### src/rtl/ram_port_arbiter.sv
// Arbitrates RAM port B between the DMA and PRAM requesters. Each requester has a
// one-entry pending slot, and DMA has priority subject to a starvation guard on PRAM.
module ram_port_arbiter #(
   parameter int ADDR_W       = 16,
   parameter int DATA_W       = 32,
   parameter int RD_LAT       = 1,
   parameter int STARVE_LIMIT = 4
) (
   input  logic              physical_clock,
   input  logic              reset,
   input  logic              dma_req,
   input  logic              dma_we,
   input  logic [ADDR_W-1:0] dma_addr,
   input  logic [DATA_W-1:0] dma_wdata,
   output logic              dma_busy,
   output logic              dma_done,
   output logic [DATA_W-1:0] dma_rdata,
   output logic              dma_overrun,
   input  logic              pram_req,
   input  logic              pram_we,
   input  logic [ADDR_W-1:0] pram_addr,
   input  logic [DATA_W-1:0] pram_wdata,
   output logic              pram_busy,
   output logic              pram_done,
   output logic [DATA_W-1:0] pram_rdata,
   output logic              pram_overrun,
   output logic [ADDR_W-1:0] ram_addr,
   output logic              ram_we,
   output logic [DATA_W-1:0] ram_wdata,
   input  logic [DATA_W-1:0] ram_rdata
);

   localparam int   SC_W      = $clog2(STARVE_LIMIT + 1);
   localparam logic OWN_DMA   = 1'b0;
   localparam logic OWN_PRAM  = 1'b1;

   typedef enum logic [1:0] {
      S_IDLE,
      S_ISSUE,
      S_WAIT,
      S_DONE
   } state_t;

   state_t            state_q;
   logic              owner_q;
   logic [1:0]        wait_cnt_q;
   logic [SC_W-1:0]   starve_q;

   logic              dma_full_q,   dma_full_d;
   logic              dma_we_q,     dma_we_d;
   logic [ADDR_W-1:0] dma_addr_q,   dma_addr_d;
   logic [DATA_W-1:0] dma_wdata_q,  dma_wdata_d;
   logic              pram_full_q,  pram_full_d;
   logic              pram_we_q,    pram_we_d;
   logic [ADDR_W-1:0] pram_addr_q,  pram_addr_d;
   logic [DATA_W-1:0] pram_wdata_q, pram_wdata_d;

   logic              dma_done_q,   pram_done_q;
   logic              dma_ovr_q,    pram_ovr_q;
   logic [DATA_W-1:0] dma_rdata_q,  pram_rdata_q;
   logic [ADDR_W-1:0] ram_addr_q;
   logic              ram_we_q;
   logic [DATA_W-1:0] ram_wdata_q;

   logic              starved;
   logic              grant_dma;
   logic              grant_pram;

   assign dma_busy     = dma_full_q;
   assign pram_busy    = pram_full_q;
   assign dma_done     = dma_done_q;
   assign pram_done    = pram_done_q;
   assign dma_overrun  = dma_ovr_q;
   assign pram_overrun = pram_ovr_q;
   assign dma_rdata    = dma_rdata_q;
   assign pram_rdata   = pram_rdata_q;
   assign ram_addr     = ram_addr_q;
   assign ram_we       = ram_we_q;
   assign ram_wdata    = ram_wdata_q;

   // Slot next-state: capture on an accepted strobe, release as the owner leaves DONE.
   always_comb begin
      dma_full_d   = dma_full_q;
      dma_we_d     = dma_we_q;
      dma_addr_d   = dma_addr_q;
      dma_wdata_d  = dma_wdata_q;
      pram_full_d  = pram_full_q;
      pram_we_d    = pram_we_q;
      pram_addr_d  = pram_addr_q;
      pram_wdata_d = pram_wdata_q;
      if (dma_req && !dma_full_q) begin
         dma_full_d  = 1'b1;
         dma_we_d    = dma_we;
         dma_addr_d  = dma_addr;
         dma_wdata_d = dma_wdata;
      end
      if (pram_req && !pram_full_q) begin
         pram_full_d  = 1'b1;
         pram_we_d    = pram_we;
         pram_addr_d  = pram_addr;
         pram_wdata_d = pram_wdata;
      end
      if (state_q == S_DONE && owner_q == OWN_DMA) begin
         dma_full_d = 1'b0;
      end
      if (state_q == S_DONE && owner_q == OWN_PRAM) begin
         pram_full_d = 1'b0;
      end
   end

   // Arbitrating on the next-state slots lets a strobe arriving in IDLE issue on the next cycle.
   always_comb begin
      starved    = (starve_q == SC_W'(STARVE_LIMIT));
      grant_dma  = dma_full_d && !(pram_full_d && starved);
      grant_pram = pram_full_d && !grant_dma;
   end

   always_ff @(posedge physical_clock) begin
      if (reset) begin
         state_q      <= S_IDLE;
         owner_q      <= OWN_DMA;
         wait_cnt_q   <= '0;
         starve_q     <= '0;
         dma_full_q   <= 1'b0;
         dma_we_q     <= 1'b0;
         dma_addr_q   <= '0;
         dma_wdata_q  <= '0;
         pram_full_q  <= 1'b0;
         pram_we_q    <= 1'b0;
         pram_addr_q  <= '0;
         pram_wdata_q <= '0;
         dma_done_q   <= 1'b0;
         pram_done_q  <= 1'b0;
         dma_ovr_q    <= 1'b0;
         pram_ovr_q   <= 1'b0;
         dma_rdata_q  <= '0;
         pram_rdata_q <= '0;
         ram_addr_q   <= '0;
         ram_we_q     <= 1'b0;
         ram_wdata_q  <= '0;
      end else begin
         dma_full_q   <= dma_full_d;
         dma_we_q     <= dma_we_d;
         dma_addr_q   <= dma_addr_d;
         dma_wdata_q  <= dma_wdata_d;
         pram_full_q  <= pram_full_d;
         pram_we_q    <= pram_we_d;
         pram_addr_q  <= pram_addr_d;
         pram_wdata_q <= pram_wdata_d;
         dma_done_q   <= 1'b0;
         pram_done_q  <= 1'b0;
         dma_ovr_q    <= dma_req && dma_full_q;
         pram_ovr_q   <= pram_req && pram_full_q;
         ram_we_q     <= 1'b0;
         case (state_q)
            S_IDLE: begin
               if (grant_dma) begin
                  owner_q     <= OWN_DMA;
                  ram_addr_q  <= dma_addr_d;
                  ram_we_q    <= dma_we_d;
                  ram_wdata_q <= dma_wdata_d;
                  if (!pram_full_d) begin
                     starve_q <= '0;
                  end else if (!starved) begin
                     starve_q <= starve_q + 1'b1;
                  end
                  state_q <= S_ISSUE;
               end else if (grant_pram) begin
                  owner_q     <= OWN_PRAM;
                  ram_addr_q  <= pram_addr_d;
                  ram_we_q    <= pram_we_d;
                  ram_wdata_q <= pram_wdata_d;
                  starve_q    <= '0;
                  state_q     <= S_ISSUE;
               end
            end
            S_ISSUE: begin
               if (ram_we_q) begin
                  state_q <= S_DONE;
               end else begin
                  wait_cnt_q <= 2'(RD_LAT - 1);
                  state_q    <= S_WAIT;
               end
            end
            S_WAIT: begin
               if (wait_cnt_q == 2'd0) begin
                  if (owner_q == OWN_PRAM) begin
                     pram_rdata_q <= ram_rdata;
                  end else begin
                     dma_rdata_q <= ram_rdata;
                  end
                  state_q <= S_DONE;
               end else begin
                  wait_cnt_q <= wait_cnt_q - 1'b1;
               end
            end
            S_DONE: begin
               if (owner_q == OWN_PRAM) begin
                  pram_done_q <= 1'b1;
               end else begin
                  dma_done_q <= 1'b1;
               end
               state_q <= S_IDLE;
            end
            default: state_q <= S_IDLE;
         endcase
      end
   end

endmodule

### config.mk
export PLATFORM = sky130hd
export DESIGN_NAME = ram_port_arbiter
export DESIGN_NICKNAME = d
export VERILOG_FILES = /design/src/rtl/ram_port_arbiter.sv
export SDC_FILE = /design/constraint.sdc
export NUM_CORES = 1
export LEC_CHECK = 0
export ABC_AREA = 1
export ABC_CLOCK_PERIOD_IN_PS = 2400
export BUFFER_PORTS_ARGS = -buffer_cell sky130_fd_sc_hd__buf_2
export CORE_ASPECT_RATIO = 0.5
export CORE_MARGIN = 2
export CORE_UTILIZATION = 25
export CTS_CLUSTER_DIAMETER = 150
export DETAILED_ROUTE_END_ITERATION = 6
export PLACE_DENSITY_LB_ADDON = 0.15
export SYNTH_ARGS = -nofsm -noshare
export SYNTH_HDL_FRONTEND = slang
export SYNTH_SLANG_ARGS = --single-unit
### constraint.sdc
create_clock -name physical_clock -period 2.4 [get_ports physical_clock]
set_clock_uncertainty 0.15 [all_clocks]
set_input_delay 0.48 -clock physical_clock [delete_from_list [all_inputs] [get_ports physical_clock]]
set_output_delay 0.48 -clock physical_clock [all_outputs]
set_load 0.1 [all_outputs]
==> flow_summary.json <==
{
  "status": "completed",
  "crit_path_end_kind": "output port",
  "cp_slowest_stage_delay_ns": 0.46,
  "hold_viol_final": 0,
  "dieHeight_um": 143,
  "cts-buffers-inserted": 24,
  "cp_cell_sequence": "buf_2",
  "postSynthAreaPerCell_sq_um": 6.96,
  "wire_per_inst_um": 12.6,
  "cts_hold_buf": 0,
  "fin_nets": 1746,
  "worstReg2RegEnd": "ram_wdata[26]",
  "cp-start-kind": "flip-flop",
  "max_freq_ghz": 0.498,
  "rsz0062_at_grt": "no",
  "grt_overflow": 0,
  "critical_path_class": "reg -> out",
  "post_drt_via_cell_ratio": 3.99,
  "post-cts-setup-buffers": 0,
  "chipWidth_um": 281,
  "coreArea_sq_mm": 0.0377,
  "powerDensity_mw_per_mm2": 1320,
  "fin_setup_tns_ns": 0,
  "cts_tree": "done",
  "period_minus_slack_ns": 2.01,
  "h-tree-depth": 1,
  "path_clk_slew_ns": 0.07,
  "io_pins": 253,
  "stdcell_area_sq_mm": 0.0123,
  "post-route-period-util_pct": 83.7,
  "detail-route-antenna-nets": 0,
  "vias": 8551,
  "crit_family": "buffers and inverters",
  "grt_use_total_pct": 13.2,
  "first_pass_iters": 4,
  "drc_errors": 0,
  "root_buffer": "clkbuf_16",
  "antenna_found_initial": 1,
  "worstPathMaxFanout": 2,
  "syn-cell-area_sq_mm": 0.00962,
  "synth.distinct_cells": 24,
  "ir_drop_mv": 0.535,
  "required_ns": 1.77,
  "placementRows": 50,
  "tightest_slew_ns": 0.631,
  "seq_area_frac_synth_pct": 46.8,
  "drv_slew": 0,
  "drt_first_iter_violations": 306,
  "portBuffers": 252,
  "leakagePower_nw": 6.39,
  "grt_pass1_vias": 7988,
  "syn-num-nets": 1524,
  "hold_path.class": "in -> reg",
  "final_cell_mix": "inv_1 (262), nand2_1 (262), buf_2 (251)",
  "critPathSlowestCell": "buf_2",
  "place_hpwl_um": 17900,
  "finalSetupViolCount": 0,
  "gp_congestion": 0.718,
  "grt_max_degree": 126,
  "cp_num_buf_inv": 1,
  "clock_latency_ns": 0.52,
  "max_slew_margin_pct": 57.9,
  "cts_buffer_depth": 3,
  "syn_to_final_growth_pct": 28.1,
  "reg2regPathDepth": 11,
  "layout-drive-gt1-share_pct": 21.6,
  "synth_edf_count": 0,
  "r2r_start": "state_q[1]",
  "ys_warn_count": 0,
  "cts.sinks": 225,
  "async_reset_ff_share_pct": 0,
  "dieArea_sq_mm": 0.0402,
  "ys.flop_type": "dfxtp_1",
  "syn_inst": 1382,
  "dpl_cell_area_sq_mm": 0.0115,
  "initial_core_util_pct": 25.6,
  "cp-startpoint": "ram_addr[11]",
  "cts-resized-gates": 0,
  "cp.depth": 1,
  "cp_data_arrival_time_ns": 1.38,
  "ff2ff_setup_slack_ns": 0.55,
  "drv_cap": 0,
  "ys_seq_elements": 225,
  "critPathCapture": "ram_addr[11]",
  "wl_um": 26900,
  "grt_pass1_wl_um": 42400
}
==> cell usage after synthesis, types with 5 or more instances <==
cell      count  area share (%)
clkbuf_1     49             1.9
dfxtp_1     225              47
a21oi_1      53             2.8
nor2_2       20             1.3
inv_1       262              10
nand3_1      79             4.1
o21a_1       70             5.5
nand2_1     264              10
nor2_1      222             8.7
buf_2        17            0.88
inv_2         5            0.20
o21ai_0      83             4.3
ha_1          8             1.0
==> worst min-delay path by stage <==
stage                   start        endpoint  slack [ns]  cells after the start
2_1_floorplan     starve_q[1]     starve_q[1]        0.31                      2
3_3_place_gp   pram_rdata[27]  pram_rdata[27]        0.28                      2
3_5_place_dp   pram_rdata[11]  pram_rdata[11]        0.28                      2
4_1_cts         ram_rdata[21]   dma_rdata[21]        0.01                      3
5_1_grt         ram_rdata[13]   dma_rdata[13]        0.03                      3
6_report        ram_rdata[18]   dma_rdata[18]        0.04                      3
==> power by group <==
| part | total [mW] | internal, mW | switching, mW |
|---|---|---|---|
| combinational | 7.35 | 1.50 | 5.85 |
| clock | 4.08 | 2.46 | 1.62 |
| sequential | 4.81 | 4.46 | 0.354 |
==> logic make-up after synthesis <==
logic type                 Yosys count  share of synthesized area [%]
AOI/OAI and AO/OA                  208                           12.7
xor gates and xnor gates             1                         0.0910
adders and majority gates            8                           1.04
buffers and inverters              346                           14.4
DFF                                225                           46.8
and+or+nand+nor                    594                           25.0
==> through the flow <==
step                      setup slack [ns]  std cells  util [%]  hold slack, ns  power [mW]
after global placement               0.501       2098      30.4           0.281        12.3
final                                0.390       2143      32.7          0.0410        16.2
after global routing                 0.305       2143      32.7          0.0336        17.2
after floorplan                     0.0698       1382         -           0.312        11.0
after CTS                            0.358       2142      32.7          0.0121        16.5
after detailed placement             0.495       2098      30.4           0.282        12.3
==> routing by layer <==
| layer | vias to the layer above | wire length (um) | GRT usage [%] |
|---|---|---|---|
| met3 | 32 | 1000 | 2.63 |
| li1 | 4599 | - | - |
| met1 | 3816 | 12100 | 16.6 |
| met5 | - | 0 | 0 |
| met4 | 0 | 475 | 3.11 |
| met2 | 104 | 13400 | 23.2 |
==> layout make-up <==
cell class | instances | area (sq um)
clock buffer | 31 | 688
inverter | 267 | 1000
antenna | 1 | 2.50
fill | 4195 | 25300
timing repair buffer | 275 | 1550
clock inverter | 13 | 171
multi-input combinational | 811 | 3760
sequential | 225 | 4500
tap | 520 | 651
==> flip-flops by register name (all words and copies together), names as in the netlist, 3 cells and up <==
register,cells
dma_addr_q,16
dma_rdata,32
dma_wdata_q,32
pram_addr_q,16
pram_rdata,32
pram_wdata_q,32
ram_addr,16
ram_wdata,32
starve_q,3
Power figures use the tool's default switching activity.
